`config.mk`:
```
export PLATFORM = sky130hd
export DESIGN_NAME = uart_tx_arbiter
export DESIGN_NICKNAME = d
export VERILOG_FILES = /design/src/rtl/uart_arb_pkg.sv /design/src/rtl/rr_picker.sv /design/src/rtl/uart_tx_arbiter.sv
export SDC_FILE = /design/constraint.sdc
export NUM_CORES = 1
export LEC_CHECK = 0
export BUFFER_PORTS_ARGS = -buffer_cell sky130_fd_sc_hd__buf_2
export CORE_UTILIZATION = 33
export DETAILED_ROUTE_END_ITERATION = 16
export SLEW_MARGIN = 40
export SYNTH_ARGS = -nofsm -noshare
export SYNTH_HDL_FRONTEND = slang
export SYNTH_SLANG_ARGS = --single-unit
```
`constraint.sdc`:
```
create_clock -name clk -period 3.75 [get_ports clk]
set_clock_uncertainty 0.2 [all_clocks]
set_input_delay 0.375 -clock clk [delete_from_list [all_inputs] [get_ports clk]]
set_output_delay 0.375 -clock clk [all_outputs]
set_load 0.01 [all_outputs]
```
`src/rtl/uart_arb_pkg.sv`:
```
// Shared types and defaults for the UART transmit arbiter: FSM state encoding,
// bit timing constant and default parameter values.
package uart_arb_pkg;

  typedef enum logic [2:0] {
    IDLE     = 3'd0,
    SEND     = 3'd1,
    WAIT_ACC = 3'd2,
    WAIT_END = 3'd3,
    GAP      = 3'd4
  } arb_state_t;

  localparam int CLK_PER_BIT        = 40;
  localparam int DEF_NUM_REQ        = 4;
  localparam int DEF_ACCEPT_TIMEOUT = 8;
  localparam int DEF_MAX_RETRY      = 3;
  localparam int DEF_GAP_CYCLES     = CLK_PER_BIT;

  // Width of a requester index; never narrower than one bit.
  function automatic int ptr_width(input int n);
    return (n > 2) ? $clog2(n) : 1;
  endfunction

endpackage

```
`src/rtl/rr_picker.sv`:
```
// Combinational round-robin select: first asserted request at or above rr_ptr,
// wrapping modulo NUM_REQ, reported as one-hot, index and valid.
module rr_picker
  import uart_arb_pkg::*;
#(
  parameter int NUM_REQ = DEF_NUM_REQ,
  parameter int IW      = ptr_width(NUM_REQ)
) (
  input  logic [NUM_REQ-1:0] req,
  input  logic [IW-1:0]      rr_ptr,
  output logic [NUM_REQ-1:0] onehot,
  output logic [IW-1:0]      idx,
  output logic               valid
);

  // Scan from the pointer upward; the first hit wins.
  always_comb begin
    int pos;
    logic hit;
    pos    = 0;
    hit    = 1'b0;
    onehot = '0;
    idx    = '0;
    valid  = 1'b0;
    for (int k = 0; k < NUM_REQ; k++) begin
      pos                = (int'(rr_ptr) + k) % NUM_REQ;
      hit                = ~valid & req[IW'(pos)];
      idx                = hit ? IW'(pos) : idx;
      onehot[IW'(pos)]   = hit;
      valid              = valid | hit;
    end
  end

endmodule

```
`src/rtl/uart_tx_arbiter.sv`:
```
// Round-robin sharing of one UART transmitter among NUM_REQ byte producers, with
// accept-timeout retries and an inter-frame gap after every completed frame.
module uart_tx_arbiter
  import uart_arb_pkg::*;
#(
  parameter int NUM_REQ        = DEF_NUM_REQ,
  parameter int ACCEPT_TIMEOUT = DEF_ACCEPT_TIMEOUT,
  parameter int MAX_RETRY      = DEF_MAX_RETRY,
  parameter int GAP_CYCLES     = DEF_GAP_CYCLES
) (
  input  logic                 clk,
  input  logic                 reset,
  input  logic [NUM_REQ-1:0]   req,
  input  logic [NUM_REQ*8-1:0] req_data,
  output logic [NUM_REQ-1:0]   grant,
  output logic [NUM_REQ-1:0]   ack,
  output logic [NUM_REQ-1:0]   err,
  output logic                 uart_send,
  output logic [7:0]           uart_data,
  input  logic                 uart_busy,
  output logic                 arb_busy
);

  localparam int IW = ptr_width(NUM_REQ);
  localparam int TW = $clog2(ACCEPT_TIMEOUT + 1);
  localparam int RW = $clog2(MAX_RETRY + 2);
  localparam int GW = $clog2(GAP_CYCLES + 1);
  localparam logic [TW-1:0] ACC_LAST  = TW'(ACCEPT_TIMEOUT - 1);
  localparam logic [RW-1:0] RETRY_MAX = RW'(MAX_RETRY);
  localparam logic [GW-1:0] GAP_LAST  = GW'(GAP_CYCLES - 1);
  localparam logic [IW-1:0] PTR_LAST  = IW'(NUM_REQ - 1);

  arb_state_t          state, next_state;
  logic [IW-1:0]       rr_ptr, sel, pick_idx, ptr_d;
  logic [NUM_REQ-1:0]  pick_onehot, grant_d, ack_d, err_d;
  logic                pick_valid, acc_expired;
  logic                capture, retry, done_ok, done_err;
  logic [7:0]          data_d;
  logic [TW-1:0]       acc_timer;
  logic [RW-1:0]       retry_cnt;
  logic [GW-1:0]       gap_timer;

  rr_picker #(.NUM_REQ(NUM_REQ), .IW(IW)) u_picker (
    .req    (req),
    .rr_ptr (rr_ptr),
    .onehot (pick_onehot),
    .idx    (pick_idx),
    .valid  (pick_valid)
  );

  assign acc_expired = (acc_timer == ACC_LAST);

  // State register
  always_ff @(posedge clk) begin
    if (reset) state <= IDLE;
    else       state <= next_state;
  end

  // Next-state logic; a busy UART in IDLE (frame left over from before reset) blocks arbitration
  always_comb begin
    next_state = state;
    case (state)
      IDLE:     next_state = (!uart_busy && pick_valid) ? SEND : IDLE;
      SEND:     next_state = WAIT_ACC;
      WAIT_ACC: begin
        if (uart_busy)        next_state = WAIT_END;
        else if (acc_expired) next_state = (retry_cnt < RETRY_MAX) ? SEND : GAP;
        else                  next_state = WAIT_ACC;
      end
      WAIT_END: next_state = uart_busy ? WAIT_END : GAP;
      GAP:      next_state = (gap_timer == GAP_LAST) ? IDLE : GAP;
      default:  next_state = IDLE;
    endcase
  end

  // Output next-values, derived from the transition being taken
  always_comb begin
    capture  = (state == IDLE)     && (next_state == SEND);
    retry    = (state == WAIT_ACC) && (next_state == SEND);
    done_ok  = (state == WAIT_END) && (next_state == GAP);
    done_err = (state == WAIT_ACC) && (next_state == GAP);
    grant_d  = grant;
    data_d   = uart_data;
    ptr_d    = rr_ptr;
    if (capture) begin
      grant_d = pick_onehot;
      data_d  = req_data[{pick_idx, 3'b000} +: 8];
    end else if (done_ok || done_err) begin
      grant_d = '0;
      ptr_d   = (sel == PTR_LAST) ? '0 : sel + IW'(1);
    end else begin
      grant_d = grant;
    end
    ack_d = {NUM_REQ{done_ok}} & grant;
    err_d = {NUM_REQ{done_err}} & grant;
  end

  // Registered outputs, capture register, pointer and timers
  always_ff @(posedge clk) begin
    if (reset) begin
      grant     <= '0;
      ack       <= '0;
      err       <= '0;
      uart_send <= 1'b0;
      uart_data <= 8'h00;
      arb_busy  <= 1'b0;
      rr_ptr    <= '0;
      sel       <= '0;
      retry_cnt <= '0;
      acc_timer <= '0;
      gap_timer <= '0;
    end else begin
      grant     <= grant_d;
      ack       <= ack_d;
      err       <= err_d;
      uart_send <= (next_state == SEND);
      uart_data <= data_d;
      arb_busy  <= (next_state != IDLE);
      rr_ptr    <= ptr_d;
      if (capture) sel <= pick_idx;
      if (capture)    retry_cnt <= '0;
      else if (retry) retry_cnt <= retry_cnt + RW'(1);
      if (state == SEND)          acc_timer <= '0;
      else if (state == WAIT_ACC) acc_timer <= acc_timer + TW'(1);
      if (state != GAP && next_state == GAP) gap_timer <= '0;
      else if (state == GAP)                 gap_timer <= gap_timer + GW'(1);
    end
  end

endmodule

```
==> results.ini <==
[status]
status=finished clean

[worst_setup_path]
critPathBufInv=1
cp_max_fo=15
cpLargestDelayFamily=multiplexers
end_kind=flop
crit_chain=inv_1 > ha_1 > mux4_2 > nor2b_4 > a221o_1 > mux2i_1 > mux2i_1 > a22o_1
crit_arrival_ps=3150
slowest_delay_ps=590
required_ps=3740
cp_slowest_cell=a221o_1
cp-start-kind=flop
critPathKind=reg2reg
r2r_start=rr_ptr[0]$_SDFFE_PP0P_
crit_start=rr_ptr[0]$_SDFFE_PP0P_
crit_top_cell=mux2i_1

[grt]
grt_pass1_vias=2246
grt_pass1_wl_mm=10.81
grt_max_degree=31
grt_antenna_before_repair=0
track_usage_pct=15.74
grt_overflow=0

[yosys]
syn_avg_cell_area_um2=8.352
synthCells=320
yosys_most_used_dff=dfxtp_1
synthArstFlopShare_pct=0
yosysWarnings=0
ys_types=56
ys_seq_area_share_pct=31.46
syn-num-nets=371
synth_edf_count=0
syn_area_um2=2673
synth_seq_cells=42

[clocking]
cts_buffer_depth=2
insertion_delay_ps=300
numCtsBuffers=5
clk_pin_slew_ps=80
cts_hold_buffers=0
post_cts_buffers=0
cts.repair.resized=0
ctsRootBufferMaster=clkbuf_8
cts.sinks=42
cts_tree=done
ctsHtreeMaxLevel=2

[final_layout]
fin_nets=420
antenna_cells=0
final_util_pct=40.06
area_growth_pct=16.43
layout-drive-gt1-share_pct=22.16

[route]
wl_per_cell_um=13.21
ant_nets=0
via_count=2432
drc=0
vias_per_cell=5.153
routed_wl_mm=6.237
dr.pass1.iters=4
drt_iter0_markers=132

[worst_hold_path]
hold_start=req_data[5]
hp-class=in2reg

[sta]
report.final.slew_viol_count=0
hold_slack_ps=179.5
hold_violations=0
setup_ws_ps=595.1
min_period_ps=3155
relSlewSlack_pct=53.95
tns_ps=0
max_freq_mhz=317.0
tightest_slew_ps=688.1
rsz0062_at_grt=no
setup_viol=0
post-route-period-util_pct=84.13

[placement]
post-place-ws_ps=639.0
gp_congestion=0.8335
dp_hpwl_mm=4.621
port_buffers=60

[power_and_ir_drop]
worst_ir_drop_vdd_v=0.0001356
p_leak_nw=1.301
power.total_uw=978.9
cellPowerDensity_nw_per_um2=314.6

[flow_run]
drv_cap=0

[floorplan]
die_area_um2=8462
start_util_pct=34.41
core_area_um2=7767
core.rowCount=32
die_h_um=91.99
pin_count=61
die_x_um=91.99

cell usage after synthesis (all sizes together) (10+ instances only):
cell	instances	area share, %
a21oi	14	2.6
and2	10	2.3
buf	11	2.7
clkbuf	12	1.7
dfxtp	42	31
ha	12	5.6
mux2i	19	7.1
nand2	21	2.9
nor2	36	5.1
nor3	13	2.4
o21ai	21	3.9
metrics by stage:
step	cell area [µm²]	cells
3_3_place_gp	3020	464
5_1_grt	3112	472
2_1_floorplan	2673	320
6_report	3112	472
4_1_cts	3112	472
3_5_place_dp	3020	464
state kept, by name, summed over array words and instances, names as in the netlist:
signal	cells
state	3
grant	4
acc_timer	4
retry_cnt	3
sel	2
uart_data	8
rr_ptr	2
uart_send	1
err	4
ack	4
arb_busy	1
gap_timer	6
cell usage in the layout (no fill, tap or decap), types with 5 or more instances in the layout:
cell | netlist | layout
nand2_1 | 21 | 21
buf_2 | 6 | 60
a21oi_1 | 14 | 14
o21ai_1 | 5 | 5
buf_4 | 0 | 5
o21ai_0 | 16 | 16
nor2_1 | 36 | 36
nor3_1 | 13 | 13
inv_1 | 8 | 8
and2_1 | 10 | 10
dfxtp_1 | 42 | 42
nand2b_1 | 8 | 8
nand3_1 | 8 | 8
ha_1 | 12 | 12
a32oi_1 | 6 | 6
mux2i_1 | 19 | 19
clkbuf_8 | 0 | 6
power breakdown:
| part | leakage (nW) | internal [mW] | total, mW | switching [mW] |
|---|---|---|---|---|
| registers | 0.341 | 0.466 | 0.486 | 0.0192 |
| clock network | 0.0482 | 0.149 | 0.304 | 0.155 |
| logic | 0.912 | 0.0835 | 0.190 | 0.106 |
per-layer routing:
layer,vias to the layer above,routed length (µm),GRT usage (%)
li1,1262,-,-
met5,-,0,0
met2,64,2906,24.63
met1,1099,2933,21.60
met4,0,78,4.818
met3,7,318,3.317
worst min-delay path, delay by kind of cell:
kind            cells  cell delay [ps]
buf+inv             1               90
compound gates      2              170
final cells by class:
| class | count | area (µm²) |
|---|---|---|
| repair buffers | 65 | 337.8 |
| multi-input cells | 247 | 1684 |
| fillers | 823 | 4656 |
| well taps | 102 | 127.6 |
| clock inverters | 1 | 5.005 |
| inverters | 8 | 30.03 |
| clock buffers | 7 | 86.33 |
| flip-flops and latches | 42 | 840.8 |
kinds of logic after synthesis:
logic type,count (synthesis),share of synthesized area (%)
adder cells (fa/ha/maj),12,5.618
buffers and inverters,31,5.524
AO/OA/AOI/OAI,75,19.01
XOR/XNOR,6,1.966
AND/OR/NAND/NOR,128,25.09
multiplexers,26,11.33
flip-flops,42,31.46
worst paths after layout:
path / endpoint / slack (ps) / cells after the start
max: uart_data[0]$_SDFFE_PP0P_ / 600 / 8
min: uart_data[5]$_SDFFE_PP0P_ / 180 / 3
max reg2reg: uart_data[0]$_SDFFE_PP0P_ / 600 / 8
min reg2reg: uart_data[4]$_SDFFE_PP0P_ / 250 / 2
No activity file was read; power rests on OpenSTA's default activity.
